**src/rtl/hvac_pkg.sv**
```systemverilog
// Shared encodings and default timing for the HVAC zone scheduler.
package hvac_pkg;

  typedef enum logic [1:0] {
    ST_IDLE = 2'd0,
    ST_RUN  = 2'd1,
    ST_DEAD = 2'd2
  } state_e;

  typedef enum logic {
    MODE_HEAT = 1'b0,
    MODE_COOL = 1'b1
  } mode_e;

  localparam int DEF_N_ZONES   = 4;
  localparam int DEF_MIN_RUN   = 8;
  localparam int DEF_SLOT_MAX  = 16;
  localparam int DEF_DEAD_TIME = 4;

endpackage : hvac_pkg

```
**src/rtl/hvac_zone_scheduler_if.sv**
```systemverilog
// Zone-request / plant-command bundle between the zone monitors, the
// scheduler and the plant output drivers.
interface hvac_zone_scheduler_if #(
  parameter int N_ZONES = 4
) ();

  logic               enable;
  logic [N_ZONES-1:0] heat_req;
  logic [N_ZONES-1:0] cool_req;
  logic               plant_heat;
  logic               plant_cool;
  logic [N_ZONES-1:0] zone_valve;
  logic [2:0]         active_zone;
  logic               busy;

  // Requester side: zone monitors drive requests, observe plant commands.
  modport master (
    output enable, heat_req, cool_req,
    input  plant_heat, plant_cool, zone_valve, active_zone, busy
  );

  // Scheduler side.
  modport slave (
    input  enable, heat_req, cool_req,
    output plant_heat, plant_cool, zone_valve, active_zone, busy
  );

endinterface : hvac_zone_scheduler_if

```
**src/rtl/hvac_rr_arbiter.sv**
```systemverilog
// Combinational round-robin pick: first requesting zone strictly after
// the pointer, wrapping, so the most recently served zone comes last.
module hvac_rr_arbiter #(
  parameter int N_ZONES = 4
) (
  input  logic [N_ZONES-1:0] req,
  input  logic [2:0]         ptr,
  output logic               grant_valid,
  output logic [2:0]         grant_idx
);

  logic [7:0] req_ext;
  logic [3:0] cand;

  assign req_ext = 8'(req);

  // Scan zones ptr+1 .. ptr+N_ZONES (mod N_ZONES); the first hit wins.
  always_comb begin
    // NOTE: every variable written here gets a default first, so no path
    // leaves it unassigned and no latch is inferred.
    grant_valid = 1'b0;
    grant_idx   = ptr;
    cand        = '0;
    for (int k = 1; k <= N_ZONES; k++) begin
      cand = {1'b0, ptr} + 4'(k);
      if (cand >= 4'(N_ZONES)) cand = cand - 4'(N_ZONES);
      if (!grant_valid && req_ext[cand[2:0]]) begin
        grant_valid = 1'b1;
        grant_idx   = cand[2:0];
      end
    end
  end

endmodule : hvac_rr_arbiter

```
**src/rtl/hvac_zone_scheduler.sv**
```systemverilog
// Shares one heat-pump plant between zones: round-robin grant, compressor
// minimum run time, fairness slot limit and dead time between grants.
module hvac_zone_scheduler
  import hvac_pkg::*;
#(
  parameter int N_ZONES   = DEF_N_ZONES,
  parameter int MIN_RUN   = DEF_MIN_RUN,
  parameter int SLOT_MAX  = DEF_SLOT_MAX,
  parameter int DEAD_TIME = DEF_DEAD_TIME
) (
  input logic                 clk,
  input logic                 rst_n,
  hvac_zone_scheduler_if.slave bus
);

  localparam int RUN_W  = $clog2(SLOT_MAX + 1);
  localparam int DEAD_W = $clog2(DEAD_TIME + 1);

  localparam logic [RUN_W-1:0]  RUN_MIN_LAST  = RUN_W'(MIN_RUN - 1);
  localparam logic [RUN_W-1:0]  RUN_SLOT_LAST = RUN_W'(SLOT_MAX - 1);
  localparam logic [RUN_W-1:0]  RUN_SAT       = RUN_W'(SLOT_MAX);
  localparam logic [DEAD_W-1:0] DEAD_LAST     = DEAD_W'(DEAD_TIME - 1);

  if (N_ZONES < 2 || N_ZONES > 8) begin : g_bad_zones
    $error("hvac_zone_scheduler: N_ZONES must be 2..8");
  end
  if (MIN_RUN < 1 || MIN_RUN > SLOT_MAX) begin : g_bad_min_run
    $error("hvac_zone_scheduler: MIN_RUN must be 1..SLOT_MAX");
  end
  if (DEAD_TIME < 1) begin : g_bad_dead
    $error("hvac_zone_scheduler: DEAD_TIME must be >= 1");
  end

  state_e             state_q, state_d;
  mode_e              mode_q, mode_d;
  logic [RUN_W-1:0]   run_cnt_q, run_cnt_d;
  logic [DEAD_W-1:0]  dead_cnt_q, dead_cnt_d;
  logic [2:0]         zone_q, zone_d;
  logic [2:0]         ptr_q, ptr_d;

  logic [N_ZONES-1:0] req;
  logic [7:0]         req_ext, heat_ext, cool_ext;
  logic [7:0]         zone_mask, valve_ext;
  logic               grant_valid;
  logic [2:0]         grant_idx;
  logic               zone_heat, zone_cool, mode_ok;
  logic               others_req, min_done, slot_done;

  // Disabled plant looks like every zone dropped its request.
  assign req      = bus.enable ? (bus.heat_req | bus.cool_req) : '0;
  assign req_ext  = 8'(req);
  assign heat_ext = 8'(bus.heat_req);
  assign cool_ext = 8'(bus.cool_req);

  hvac_rr_arbiter #(.N_ZONES(N_ZONES)) u_arb (
    .req         (req),
    .ptr         (ptr_q),
    .grant_valid (grant_valid),
    .grant_idx   (grant_idx)
  );

  // Does the granted zone still want the mode it was granted in? Heat
  // wins when both are asserted, so a cool grant is lost as soon as heat
  // shows up for the same zone.
  assign zone_heat  = bus.enable & heat_ext[zone_q];
  assign zone_cool  = bus.enable & cool_ext[zone_q] & ~heat_ext[zone_q];
  assign mode_ok    = (mode_q == MODE_HEAT) ? zone_heat : zone_cool;
  assign zone_mask  = 8'b1 << zone_q;
  assign others_req = |(req_ext & ~zone_mask);
  assign min_done   = run_cnt_q >= RUN_MIN_LAST;
  assign slot_done  = run_cnt_q >= RUN_SLOT_LAST;

  // Next-state: grant from IDLE, hold/exit in RUN, time out DEAD.
  always_comb begin
    state_d    = state_q;
    mode_d     = mode_q;
    run_cnt_d  = run_cnt_q;
    dead_cnt_d = dead_cnt_q;
    zone_d     = zone_q;
    ptr_d      = ptr_q;
    unique case (state_q)
      ST_IDLE: begin
        if (grant_valid) begin
          state_d   = ST_RUN;
          zone_d    = grant_idx;
          ptr_d     = grant_idx;
          run_cnt_d = '0;
          mode_d    = heat_ext[grant_idx] ? MODE_HEAT : MODE_COOL;
        end
      end
      ST_RUN: begin
        // Compressor protection: no exit before the minimum run time.
        if (min_done && (!mode_ok || (slot_done && others_req))) begin
          state_d    = ST_DEAD;
          dead_cnt_d = '0;
        end else if (run_cnt_q != RUN_SAT) begin
          run_cnt_d = run_cnt_q + 1'b1;
        end
      end
      ST_DEAD: begin
        if (dead_cnt_q == DEAD_LAST) state_d = ST_IDLE;
        else                         dead_cnt_d = dead_cnt_q + 1'b1;
      end
      default: state_d = ST_IDLE;
    endcase
  end

  assign valve_ext = 8'b1 << zone_d;

  // State, counters and outputs, all registered from next-state values.
  always_ff @(posedge clk or negedge rst_n) begin
    // NOTE: sequential state uses non-blocking assignments so every
    // register samples pre-edge values regardless of statement order.
    if (!rst_n) begin
      state_q        <= ST_IDLE;
      mode_q         <= MODE_HEAT;
      run_cnt_q      <= '0;
      dead_cnt_q     <= '0;
      zone_q         <= '0;
      ptr_q          <= 3'(N_ZONES - 1);
      bus.plant_heat <= 1'b0;
      bus.plant_cool <= 1'b0;
      bus.zone_valve <= '0;
      bus.busy       <= 1'b0;
    end else begin
      state_q        <= state_d;
      mode_q         <= mode_d;
      run_cnt_q      <= run_cnt_d;
      dead_cnt_q     <= dead_cnt_d;
      zone_q         <= zone_d;
      ptr_q          <= ptr_d;
      bus.plant_heat <= (state_d == ST_RUN) && (mode_d == MODE_HEAT);
      bus.plant_cool <= (state_d == ST_RUN) && (mode_d == MODE_COOL);
      bus.zone_valve <= (state_d == ST_RUN) ? valve_ext[N_ZONES-1:0] : '0;
      bus.busy       <= (state_d != ST_IDLE);
    end
  end

  assign bus.active_zone = zone_q;

  a_heat_cool_excl: assert property (@(posedge clk) disable iff (!rst_n)
    !(bus.plant_heat && bus.plant_cool));
  a_valve_onehot0: assert property (@(posedge clk) disable iff (!rst_n)
    $onehot0(bus.zone_valve));

endmodule : hvac_zone_scheduler

```
**src/flat_wrapper.sv**
```systemverilog
// flat-port wrapper written by rule: the top's interface ports become plain ports
module hvac_zone_scheduler_flat import hvac_pkg::*;
#(
  parameter int N_ZONES   = DEF_N_ZONES,
  parameter int MIN_RUN   = DEF_MIN_RUN,
  parameter int SLOT_MAX  = DEF_SLOT_MAX,
  parameter int DEAD_TIME = DEF_DEAD_TIME
)
  (clk, rst_n, bus_enable, bus_heat_req, bus_cool_req, bus_plant_heat, bus_plant_cool, bus_zone_valve, bus_active_zone, bus_busy);
  hvac_zone_scheduler_if #(.N_ZONES(N_ZONES)) bus_i ();
  input logic clk;
  input logic rst_n;
  input wire logic [$bits(bus_i.enable)-1:0] bus_enable;
  input wire logic [$bits(bus_i.heat_req)-1:0] bus_heat_req;
  input wire logic [$bits(bus_i.cool_req)-1:0] bus_cool_req;
  output wire logic [$bits(bus_i.plant_heat)-1:0] bus_plant_heat;
  output wire logic [$bits(bus_i.plant_cool)-1:0] bus_plant_cool;
  output wire logic [$bits(bus_i.zone_valve)-1:0] bus_zone_valve;
  output wire logic [$bits(bus_i.active_zone)-1:0] bus_active_zone;
  output wire logic [$bits(bus_i.busy)-1:0] bus_busy;
  assign bus_i.enable = bus_enable;
  assign bus_i.heat_req = bus_heat_req;
  assign bus_i.cool_req = bus_cool_req;
  assign bus_plant_heat = bus_i.plant_heat;
  assign bus_plant_cool = bus_i.plant_cool;
  assign bus_zone_valve = bus_i.zone_valve;
  assign bus_active_zone = bus_i.active_zone;
  assign bus_busy = bus_i.busy;
  hvac_zone_scheduler #(.N_ZONES(N_ZONES), .MIN_RUN(MIN_RUN), .SLOT_MAX(SLOT_MAX), .DEAD_TIME(DEAD_TIME)) u_core (.clk(clk), .rst_n(rst_n), .bus(bus_i));
endmodule
```
**config.mk**
```make
export PLATFORM = sky130hd
export DESIGN_NAME = hvac_zone_scheduler_flat
export DESIGN_NICKNAME = d
export VERILOG_FILES = /design/src/rtl/hvac_pkg.sv /design/src/rtl/hvac_zone_scheduler_if.sv /design/src/rtl/hvac_rr_arbiter.sv /design/src/rtl/hvac_zone_scheduler.sv /design/src/flat_wrapper.sv
export SDC_FILE = /design/constraint.sdc
export NUM_CORES = 1
export LEC_CHECK = 0
export BUFFER_PORTS_ARGS = -buffer_cell sky130_fd_sc_hd__buf_2
export CAP_MARGIN = 10
export CORE_MARGIN = 2
export CORE_UTILIZATION = 60
export CTS_BUF_LIST = sky130_fd_sc_hd__clkbuf_8
export CTS_CLUSTER_SIZE = 25
export DETAILED_ROUTE_END_ITERATION = 8
export GPL_TIMING_DRIVEN = 1
export PLACE_DENSITY = 0.87
export SETUP_SLACK_MARGIN = 0.15
export SYNTH_ARGS = -nofsm -noshare
export SYNTH_HDL_FRONTEND = slang
export SYNTH_SLANG_ARGS = --single-unit
```
**constraint.sdc**
```tcl
create_clock -name clk -period 3.85 [get_ports clk]
set_clock_uncertainty 0.15 [all_clocks]
set_input_delay 0.1925 -clock clk [delete_from_list [all_inputs] [get_ports clk]]
set_output_delay 0.1925 -clock clk [all_outputs]
set_load 0.005 [all_outputs]
```
==> summary.txt, run 1 <==
======================================================================================================
Util after Layout .......................................................................        71.0%
First drt pass iteration count ..........................................................            6
Type of origin of the critical path .....................................................         flop
Width of the die ........................................................................      58.7 um
Peak VDD IR .............................................................................     0.507 mV
Overall power consumption ...............................................................      1.69 mW
Detailed placer's ending HPWL ...........................................................      3.05 mm
Reg2reg end ............................................................................. u_core.bus.plant_cool
CTS tree ................................................................................        built
Placed Cells ............................................................................          235
Worst Path Class, Setup ................................................................. flop to flop
Final number of hold-violating endpoints ................................................            0
Signed area change from the synthesized netlist to the final layout .....................        11.1%
Clock period minus final worst setup slack ..............................................      3.16 ns
Number of nets produced by synthesis ....................................................          211
Post-place instance area ................................................................  0.00191 mm2
Pwr Density .............................................................................   851 mW/mm2
Total buffers and inverters traversed by the critical path ..............................            2
Smallest setup slack after layout .......................................................     0.689 ns
Maximum number of pins on one net before global-route repair ............................           25
Site row count ..........................................................................           19
Number of H-tree levels .................................................................            1
Final weighted congestion of routability-driven global placement ........................        0.903
Number of global-route vias before repair ...............................................        1,492
I/O Buffers .............................................................................           20
Commonest cells after routing, fill and taps aside ...................................... dfrtp_1 (22), buf_2 (20), inv_1 (17), nand2_1 (15), nor2_1 (12)
Cell area after synthesis ...............................................................  0.00179 mm2
Minimum setup slack among reg-to-reg paths ..............................................      0.69 ns
Highest cell delay on the worst timing path .............................................      0.74 ns
Post-synth top flop .....................................................................      dfrtp_1
R2R cell count ..........................................................................           10
Total inserted antenna cells ............................................................            0
Most heavily used metal layer in global routing .........................................         met2
Hold/Removal Path Class ................................................................. input pin to async pin
Tightest hold margin ....................................................................     0.271 ns
Antenna violations before repair ........................................................            0
Fraction of layout cells with a size suffix above 1 .....................................        24.4%
Count of flip-flops with a built-in enable after synthesis ..............................            0
Clock insertion delay at the later pin of the skew report ...............................      0.27 ns
Most frequent standard cell in the layout excluding fill and tap cells ..................      dfrtp_1
Initial DRC Count .......................................................................          118
Remaining routing DRC violations ........................................................            0
Transition time at the pin with the least slew margin ...................................     0.521 ns
Met1 capacity usage during global routing ...............................................        30.9%
Critical path data required time ........................................................      3.86 ns
Starting density of the core ............................................................        63.9%
Via density per instance ................................................................         6.45
Io pins .................................................................................           21
Clock sink total ........................................................................           24
Largest delay contributor family on the critical path ................................... compound AO/OA/AOI/OAI gates
Worst setup slack after placement .......................................................     0.724 ns
Met2 capacity usage during global routing ...............................................        44.3%
Result of the run ....................................................................... finished, final reports clean
Clk root buf ............................................................................     clkbuf_8
Max Buffers Root-to-Sink ................................................................            2
Setup_tns ...............................................................................         0 ns
Number of cells produced by synthesis ...................................................          189
Detailed-route wire length ..............................................................      3.94 mm
Number of register bits inferred by synthesis ...........................................           24
Final setup viols .......................................................................            0
R2R Path Start .......................................................................... u_core.ptr_q[0]
CP cell instances ....................................................................... inv_1 > ha_1 > inv_1 > o211a_1 > o21ai_1 > o21ai_0 > xnor2_1 > mux2i_1 > a221o_2 > nor2b_1
Cell with the most instances on the worst path ..........................................        inv_1
Fin crit share ..........................................................................        82.1%
Leakage power summed over all cells .....................................................     0.888 nW
Register area share after synthesis .....................................................        33.6%
Total track usage .......................................................................        25.2%
Post-layout instance count excluding filler cells .......................................          240
Synthesis warning total .................................................................            0
Post-CTS Resized ........................................................................            0
Post-synthesis cell type count ..........................................................           58
Clock transition at the register clock pins on the worst setup and hold paths after CTS .      0.09 ns
Capturing element type of the critical path .............................................         flop
Cell at the slowest stage of the critical path ..........................................      dfstp_2
Worst endpoint data arrival time ........................................................      3.17 ns
Overall via count from detail_route .....................................................        1,548
Die Area ................................................................................  0.00344 mm2
Max Freq ................................................................................    0.316 GHz
Reported max-cap violation count ........................................................            0
Number of max-slew violations in the final report .......................................            0
Average cell area after synthesis .......................................................     9.49 um2
Total core area .........................................................................  0.00281 mm2
Remaining antenna violation count after routing .........................................            0
Met3 Track Usage GR .....................................................................        5.05%
RSZ-0062 raised after global routing ....................................................           no
Final standard cell area without fillers ................................................  0.00199 mm2
Chip height .............................................................................      58.7 um
Routed WL per cell ......................................................................      16.4 um
Maximum net fanout on the critical path .................................................           18
Total congestion overflow after global routing ..........................................            0
Relative slew margins ...................................................................        65.2%
Share of synthesized registers carrying an async set or reset ...........................         100%
Number of buffers added by the clock tree synthesis step ................................            3
Wire length of the first global-routing pass ............................................      6.62 mm
Net total in the final layout ...........................................................          232
======================================================================================================
[timing repair]
item,CTS,global route
buffers inserted,0,0
hold buffers,1,0
hold endpoints to repair,22,0
[cells by family after synthesis]
kind of cell,synth area share [%]
AND/OR/NAND/NOR,21.6
flip-flops,33.6
multiplexers,6.70
AO/OA/AOI/OAI,24.3
adder cells (fa/ha/maj),7.68
buffers and inverters,5.16
XOR/XNOR,0.977
[synthesized netlist by cell type (3+ instances only)]
| master | instances | area, um2 |
|---|---|---|
| nand2b_1 | 3 | 18.8 |
| mux2i_1 | 3 | 30.0 |
| nand2_1 | 15 | 56.3 |
| mux4_2 | 3 | 67.6 |
| dfrtp_1 | 22 | 551 |
| o21a_1 | 3 | 22.5 |
| clkbuf_1 | 3 | 11.3 |
| a21oi_1 | 6 | 30.0 |
| nand3_1 | 5 | 25.0 |
| nand4_1 | 3 | 18.8 |
| or2_2 | 3 | 18.8 |
| o21ai_0 | 6 | 30.0 |
| o211ai_1 | 11 | 82.6 |
| inv_1 | 17 | 63.8 |
| nor2_1 | 12 | 45.0 |
| ha_1 | 11 | 138 |
| nor3_1 | 5 | 25.0 |
[final cells by class]
type	count	area [um2]
multi-input cells	142	1100
fillers	209	813
flip-flops and latches	24	603
repair buffers	22	118
inverters	17	63.8
clock buffers	3	41.3
well taps	31	38.8
clock inverters	1	30.0
[routing by layer]
layer	routed length [um]	share of wire, %
met4	79	2.0
met3	282	7.2
met1	1620	41
met2	1960	50
met5	0	0
[how the worst max path moves through the flow]
stage | start | end | depth (start not counted) | slack [ns]
after floorplan | u_core.ptr_q[0] | u_core.bus.zone_valve[1] | 13 | 0.88
after global placement | u_core.ptr_q[0] | u_core.bus.plant_cool | 10 | 0.86
after detailed placement | u_core.ptr_q[0] | u_core.bus.plant_cool | 10 | 0.72
after CTS | u_core.ptr_q[0] | u_core.bus.plant_cool | 10 | 0.71
after global routing | u_core.ptr_q[0] | u_core.bus.plant_cool | 10 | 0.46
final | u_core.ptr_q[0] | u_core.bus.plant_cool | 10 | 0.69
[sequential cells by signal, indices dropped and copies added (netlist names)]
signal and count:
u_core.bus.busy 1, u_core.bus.active_zone 3, u_core.bus.zone_valve 4, u_core.state_q 2
u_core.dead_cnt_q 3, u_core.mode_q 1, u_core.ptr_q 3, u_core.bus.plant_heat 1
u_core.run_cnt_q 5, u_core.bus.plant_cool 1
[report_power, final]
part	switching, mW	total (mW)	internal (mW)
Clock	0.0833	0.222	0.139
Sequential	0.104	0.453	0.349
Combinational	0.561	1.02	0.458
Total	0.748	1.69	0.946
(Power assumes the default switching activity.)
==> run 2: changes to the inputs <==
Clock period 3.85 ns to 3.1 ns, I/O delays scaled along.
==> run 2 against run 1 <==
Against the previous run:
- clock power rose by 25%
- worst hold slack got worse by 0.044 ns
- design area rose by 7.2%
- largest cell class unchanged
- highest routed layer unchanged
==> summary.txt, run 2 (synthesis gave the netlist of run 1 again) <==
======================================================================================================
Result of the run ....................................................................... finished, final reports clean
Clock insertion delay at the later pin of the skew report ...............................      0.28 ns   about the same
Antenna violations before repair ........................................................            0   unchanged
Total core area .........................................................................  0.00281 mm2   unchanged
Remaining antenna violation count after routing .........................................            0   unchanged
Number of cells on the critical path ....................................................            9   -1
Transition time at the pin with the least slew margin ...................................     0.530 ns   +0.00851 ns
Site row count ..........................................................................           19   unchanged
CP cell instances ....................................................................... buf_6 > o21ba_2 > o211a_1 > o21ai_4 > nor4bb_4 > nor3_1 > a2111oi_2 > nand2b_4 > nor4b_2
Largest Register ........................................................................ u_core.run_cnt_q
Die Area ................................................................................  0.00344 mm2   unchanged
Setup_tns ...............................................................................         0 ns   unchanged
Number of flip-flops in the largest register ............................................            5   unchanged
Number of global-route vias before repair ...............................................        1,502   +0.67%
Maximum number of pins on one net before global-route repair ............................           25   unchanged
Worst Path Class, Setup ................................................................. flop to flop
Remaining routing DRC violations ........................................................            0   unchanged
First drt pass iteration count ..........................................................            5   -1
Fin crit share ..........................................................................        96.9%   +15 points
Routed WL per cell ......................................................................      20.4 um   +24%
CTS tree ................................................................................        built
Sum of met2 wire segment lengths after detailed routing .................................      2.48 mm   +27%
R2R Path Start .......................................................................... u_core.ptr_q[0]
Reported max-cap violation count ........................................................            0   unchanged
Initial DRC Count .......................................................................          135   +14%
Util after Layout .......................................................................        76.1%   +5.1 points
Commonest cells after routing, fill and taps aside ...................................... dfrtp_1 (22), buf_2 (20), inv_1 (15), nand2_1 (15), nor2_1 (12)
Total buffers and inverters traversed by the critical path ..............................            1   -1
Number of buffers added by the clock tree synthesis step ................................            3   unchanged
Number of max-slew violations in the final report .......................................            0   unchanged
Relative slew margins ...................................................................        64.7%   -0.57 points
Hold/Removal Path Class ................................................................. input pin to async pin
Largest delay contributor family on the critical path ................................... compound AO/OA/AOI/OAI gates
Total inserted antenna cells ............................................................            0   unchanged
CP Capture Point ........................................................................ u_core.bus.zone_valve[2]
Total track usage .......................................................................        27.4%   +2.3 points
Chip height .............................................................................      58.7 um   unchanged
Signed area change from the synthesized netlist to the final layout .....................        19.1%
Maximum net fanout on the critical path .................................................            7   -11
Leakage power summed over all cells .....................................................     0.951 nW   +7.2%
Wire length of the first global-routing pass ............................................      7.11 mm   +7.3%
Via density per instance ................................................................         7.08   +9.7%
Fraction of layout cells with a size suffix above 1 .....................................        32.6%   +8.2 points
Io pins .................................................................................           21   unchanged
Peak VDD IR .............................................................................     0.844 mV   +67%
Routed met1 length ......................................................................      1.86 mm   +15%
Largest regs ............................................................................ u_core.run_cnt_q (5), u_core.bus.zone_valve (4)
Clock period minus final worst setup slack ..............................................      3.00 ns   -0.156 ns
Final number of hold-violating endpoints ................................................            0   unchanged
Highest cell delay on the worst timing path .............................................      0.62 ns   -0.12 ns
Met3 Routed Length ......................................................................       458 um   +62%
Total congestion overflow after global routing ..........................................            0   unchanged
Most frequent standard cell in the layout excluding fill and tap cells ..................      dfrtp_1
Overall via count from detail_route .....................................................        1,762   +14%
Final standard cell area without fillers ................................................  0.00214 mm2   +7.2%
Reg2reg end ............................................................................. u_core.bus.zone_valve[2]
Detailed-route wire length ..............................................................      5.07 mm   +29%
Starting density of the core ............................................................        63.9%   unchanged
Clock sink total ........................................................................           24   unchanged
I/O Buffers .............................................................................           20   unchanged
Launch point of the worst path .......................................................... u_core.ptr_q[0]
Net total in the final layout ...........................................................          241   +3.9%
Smallest setup slack after layout .......................................................    0.0951 ns   -0.594 ns
Capturing element type of the critical path .............................................         flop
Critical path data required time ........................................................      3.11 ns   -0.75 ns
Final weighted congestion of routability-driven global placement ........................        0.962   +6.6%
Clock transition at the register clock pins on the worst setup and hold paths after CTS .      0.09 ns   about the same
Max Freq ................................................................................    0.333 GHz   +5.2%
Width of the die ........................................................................      58.7 um   unchanged
Clk root buf ............................................................................     clkbuf_8
Post-place instance area ................................................................  0.00192 mm2   +0.39%
Detailed placer's ending HPWL ...........................................................      3.33 mm   +9.3%
Final setup viols .......................................................................            0   unchanged
Type of origin of the critical path .....................................................         flop
Worst endpoint data arrival time ........................................................      3.01 ns   -0.16 ns
Cell at the slowest stage of the critical path ..........................................      dfstp_2
Tightest hold margin ....................................................................     0.227 ns   -0.0441 ns
Minimum setup slack among reg-to-reg paths ..............................................       0.1 ns   -0.59 ns
R2R cell count ..........................................................................            9   -1
Highest Signal Layer ....................................................................         met4
Max Buffers Root-to-Sink ................................................................            2   unchanged
Worst setup slack after placement .......................................................    0.0977 ns   -0.627 ns
Pwr Density .............................................................................  1130 mW/mm2   +32%
RSZ-0062 raised after global routing ....................................................           no
Number of H-tree levels .................................................................            1   unchanged
======================================================================================================
[run 2: per-layer routing]
layer | track usage [%] | vias to the layer above
met2 | 45.3 | 122
met4 | 10.7 | 0
met3 | 6.37 | 32
met5 | 0 | -
met1 | 35.2 | 846
li1 | - | 762
[run 2: area by class of cell]
class | instances | area (um2)
clock buffers | 3 | 41.3
flip-flops and latches | 24 | 603
multi-input cells | 142 | 1170
clock inverters | 1 | 30.0
repair buffers | 31 | 189
fillers | 177 | 669
inverters | 17 | 63.8
well taps | 31 | 38.8
[run 2: power breakdown]
group	leakage [nW]	internal (mW)	total (mW)	switching, mW
Clock	0.0357	0.173	0.278	0.105
Sequential	0.310	0.433	0.544	0.111
Combinational	0.605	0.711	1.58	0.870
Total	0.951	1.32	2.40	1.09
[run 2: stage by stage]
| stage | instances | power (mW) |
|---|---|---|
| after global routing | 249 | 2.53 |
| after global placement | 236 | 1.77 |
| after detailed placement | 236 | 1.86 |
| after CTS | 241 | 2.14 |
| after floorplan | 189 | 1.55 |
| final | 249 | 2.40 |
[run 2: worst min path at each step]
stage                                      to  slack, ns
floorplan           u_core.bus.active_zone[0]      -0.29
global placement          u_core.run_cnt_q[4]       0.01
detailed placement        u_core.run_cnt_q[0]       0.02
CTS                       u_core.run_cnt_q[0]       0.25
global route                    u_core.mode_q       0.27
finish                    u_core.run_cnt_q[0]       0.23
[run 2: timing repair]
action / in CTS / in global routing
endpoints found under the setup margin: 6 / 9
hold endpoints to repair: 22 / 0
hold buffers: 1 / 0
pin swaps: 0 / 3
buffers inserted: 0 / 8
gates resized for setup: 1 / 13
==> run 3: changes to the inputs <==
Settings changed: ABC_AREA set to 1, CTS_CLUSTER_DIAMETER set to 100.
==> run 3 against run 2 <==
Against the previous run:
- synthesized area increased by 2.6%
- design area decreased by 4.7%
- critical path type unchanged
- maximum frequency increased by 13%
- clock power decreased by 3%
- combinational power decreased by 98%
- via count decreased by 6.2%
- power decreased by 74%
==> summary.txt, run 3 <==
======================================================================================================
Result of the run ....................................................................... finished, final reports clean
Max Freq ................................................................................    0.377 GHz   +13%
Number of buffers added by the clock tree synthesis step ................................            3   unchanged
Total core area .........................................................................  0.00298 mm2   +6.2%
Synthesized-area fraction occupied by and/or/nand/nor cells .............................        40.8%   +19 points
Number of max-slew violations in the final report .......................................            0   unchanged
Overall power consumption ...............................................................     0.622 mW   -74%
Detailed-route wire length ..............................................................      3.66 mm   -28%
Highest cell delay on the worst timing path .............................................      0.68 ns   +0.06 ns
Synthesis warning total .................................................................            0   unchanged
Cell area after synthesis ...............................................................  0.00184 mm2   +2.6%
CP cell instances ....................................................................... inv_4 > ha_1 > inv_1 > nand3_1 > inv_1 > nor2_2 > nand3_2 > nor2_2 > inv_1 > nand2_2 > nor2_1 > nor2_2 > nand3_1 > nor2_1
Site row count ..........................................................................           20   +1
Average cell area after synthesis .......................................................     7.39 um2   -22%
Fraction of synthesized cell area in xor and xnor cells .................................           0%   -0.98 points
Fraction of layout cells with a size suffix above 1 .....................................        22.1%   -10 points
Clock sink total ........................................................................           24   unchanged
Leakage power summed over all cells .....................................................      1.05 nW   +10%
Filler Cells Inserted ...................................................................          246   +39%
Clock period minus final worst setup slack ..............................................      2.65 ns   -0.353 ns
Most frequent standard cell in the layout excluding fill and tap cells ..................      nand2_1
Share of the synthesized area in compound gates (AO/OA/AOI/OAI) .........................        9.86%   -14 points
Signed area change from the synthesized netlist to the final layout .....................        10.6%
Overall via count from detail_route .....................................................        1,653   -6.2%
Post-synthesis cell type count ..........................................................           30   -48%
Final setup viols .......................................................................            0   unchanged
Proportion of netlist area held by the largest area contributor .........................        29.9%   -0.77 points
Number of H-tree levels .................................................................            1   unchanged
Worst setup slack after placement .......................................................     0.497 ns   +0.400 ns
Max Buffers Root-to-Sink ................................................................            2   unchanged
Chip height .............................................................................      59.4 um   +1.2%
Setup_tns ...............................................................................         0 ns   unchanged
Reported max-cap violation count ........................................................            0   unchanged
Critical path data required time ........................................................      3.15 ns   +0.04 ns
Maximum number of pins on one net before global-route repair ............................           25   unchanged
Largest Register ........................................................................ u_core.run_cnt_q
Placed Cells ............................................................................          299   +27%
Cell types occupying the most area after synthesis ...................................... dfrtp_1 (30%), nand2_1 (12%), nand3_1 (8.2%), ha_1 (7.5%), inv_1 (6.3%)
Fin crit share ..........................................................................        85.5%   -11 points
Number of setup buffers added after CTS .................................................            0   unchanged
Smallest setup slack after layout .......................................................     0.449 ns   +0.353 ns
Total congestion overflow after global routing ..........................................            0   unchanged
Final standard cell area without fillers ................................................  0.00203 mm2   -4.7%
Final weighted congestion of routability-driven global placement ........................        0.866   -10%
Initial DRC Count .......................................................................          107   -21%
Io pins .................................................................................           21   unchanged
Dominant combinational cell family by area after synthesis .............................. simple AND/OR/NAND/NOR gates
Peak VDD IR .............................................................................     0.210 mV   -75%
CTS tree ................................................................................        built
Wire length of the first global-routing pass ............................................      6.21 mm   -13%
Relative slew margins ...................................................................        65.8%   +1.2 points
Number of nets produced by synthesis ....................................................          271   +28%
First drt pass iteration count ..........................................................            4   -1
Largest regs ............................................................................ u_core.run_cnt_q (5), u_core.bus.zone_valve (4)
Final number of hold-violating endpoints ................................................            0   unchanged
Multiplexer share of the synthesized area ...............................................           0%   -6.7 points
Count of flip-flops with a built-in enable after synthesis ..............................            0   unchanged
RSZ-0062 raised after global routing ....................................................           no
Remaining antenna violation count after routing .........................................            0   unchanged
Capturing element type of the critical path .............................................         flop
Number of cells produced by synthesis ...................................................          249   +32%
Commonest cells after routing, fill and taps aside ...................................... nand2_1 (59), inv_1 (31), nand3_1 (30), nor2_1 (25), dfrtp_1 (22)
Worst Path Class, Setup ................................................................. flop to flop
Util after Layout .......................................................................        68.3%   -7.8 points
Total inserted antenna cells ............................................................            0   unchanged
Post-place instance area ................................................................  0.00195 mm2   +1.8%
Clock insertion delay at the later pin of the skew report ...............................      0.26 ns   -0.02 ns
Clock transition at the register clock pins on the worst setup and hold paths after CTS .      0.08 ns   about the same
Clk root buf ............................................................................     clkbuf_8
Share of synthesized registers carrying an async set or reset ...........................         100%   unchanged
Top cell types by occurrence after synthesis ............................................ nand2_1 (59), inv_1 (31), nand3_1 (30)
Maximum net fanout on the critical path .................................................           11   +4
Tightest hold margin ....................................................................     0.174 ns   -0.0530 ns
Number of global-route vias before repair ...............................................        1,454   -3.2%
Remaining routing DRC violations ........................................................            0   unchanged
Register area share after synthesis .....................................................        32.8%   -0.85 points
Total track usage .......................................................................        23.5%   -4.0 points
Type of origin of the critical path .....................................................         flop
Post-layout instance count excluding filler cells .......................................          304   +22%
Width of the die ........................................................................      59.4 um   +1.2%
Worst endpoint data arrival time ........................................................      2.70 ns   -0.31 ns
Hold/Removal Path Class ................................................................. input pin to flop
Cell at the slowest stage of the critical path ..........................................      dfstp_2
Pwr Density .............................................................................   306 mW/mm2   -73%
Antenna violations before repair ........................................................            0   unchanged
Number of register bits inferred by synthesis ...........................................           24   unchanged
Cell type contributing the most total cell area after synthesis .........................      dfrtp_1
Total buffers and inverters traversed by the critical path ..............................            4   +3
Via density per instance ................................................................         5.44   -23%
Number of flip-flops in the largest register ............................................            5   unchanged
Library cell with the highest instance count after synthesis ............................      nand2_1
Routed WL per cell ......................................................................      12.0 um   -41%
Transition time at the pin with the least slew margin ...................................     0.512 ns   -0.0175 ns
Adder-cell area share of the yosys netlist ..............................................        7.48%   -0.19 points
Detailed placer's ending HPWL ...........................................................      2.92 mm   -12%
Post-synth top flop .....................................................................      dfrtp_1
Largest delay contributor family on the critical path ................................... simple AND/OR/NAND/NOR gates
I/O Buffers .............................................................................           20   unchanged
Net total in the final layout ...........................................................          294   +22%
Die Area ................................................................................  0.00352 mm2   +2.4%
Starting density of the core ............................................................        61.8%   -2.2 points
======================================================================================================
run 3: cell types whose count changed after synthesis, moves of 4 or more:
cell,delta
nand4_1,+4
inv_1,+14
o21ai_1,+5
nor2_1,+13
nand3_1,+25
nand3_2,+8
o211ai_1,-10
nand2_2,+7
nor3_1,-5
nand2_1,+44
run 3: worst paths after layout:
check	to	slack, ns	startpoint	cells past startpoint
max	u_core.bus.zone_valve[0]	0.45	u_core.ptr_q[0]	14
min	u_core.mode_q	0.17	bus_heat_req[2]	6
max reg2reg	u_core.bus.zone_valve[0]	0.45	u_core.ptr_q[0]	14
min reg2reg	u_core.dead_cnt_q[0]	0.34	u_core.dead_cnt_q[0]	1
max in group asynchronous	u_core.ptr_q[0]	2.21	rst_n	2
min in group asynchronous	u_core.dead_cnt_q[2]	0.24	rst_n	2
run 3: what timing repair did:
action / CTS / global route
gates resized for setup: 0 / 0
hold endpoints to repair: 22 / 0
hold buffers: 1 / 0
run 3: final cells by class:
class | instances | area, um2 | share of cell area (%)
Tap cell | 33 | 41.3 | 2.03
Clock buffer | 3 | 41.3 | 2.03
Timing Repair Buffer | 21 | 110 | 5.41
Inverter | 35 | 139 | 6.83
Sequential cell | 24 | 603 | 29.6
Multi-Input combinational cell | 187 | 1070 | 52.6
Clock inverter | 1 | 30.0 | 1.48
run 3: kinds of logic after synthesis:
group	Yosys count
AO/OA/AOI/OAI	27
adder cells (fa/ha/maj)	11
AND/OR/NAND/NOR	149
flip-flops	24
buffers and inverters	38
run 3: power by group:
group	total, mW	internal (mW)	switching, mW
clock network	0.270	0.173	0.0973
logic	0.0389	0.0137	0.0253
registers	0.313	0.313	0
total	0.622	0.499	0.123
run 3: worst reg2reg max path, delay by kind of cell (launching register included):
| family | cells | cell delay, ns |
|---|---|---|
| AND/OR/NAND/NOR | 9 | 1.04 |
| flip-flops | 1 | 0.68 |
| adder cells (fa/ha/maj) | 1 | 0.38 |
| buffers and inverters | 4 | 0.35 |
run 3: routing by layer:
metal  vias up  wire, um  track usage (%)
met3         7       145             3.93
met4         0        59             8.77
met5         -         0                0
li1        856         -                -
met1       757      1610             30.1
met2        33      1850             39.4
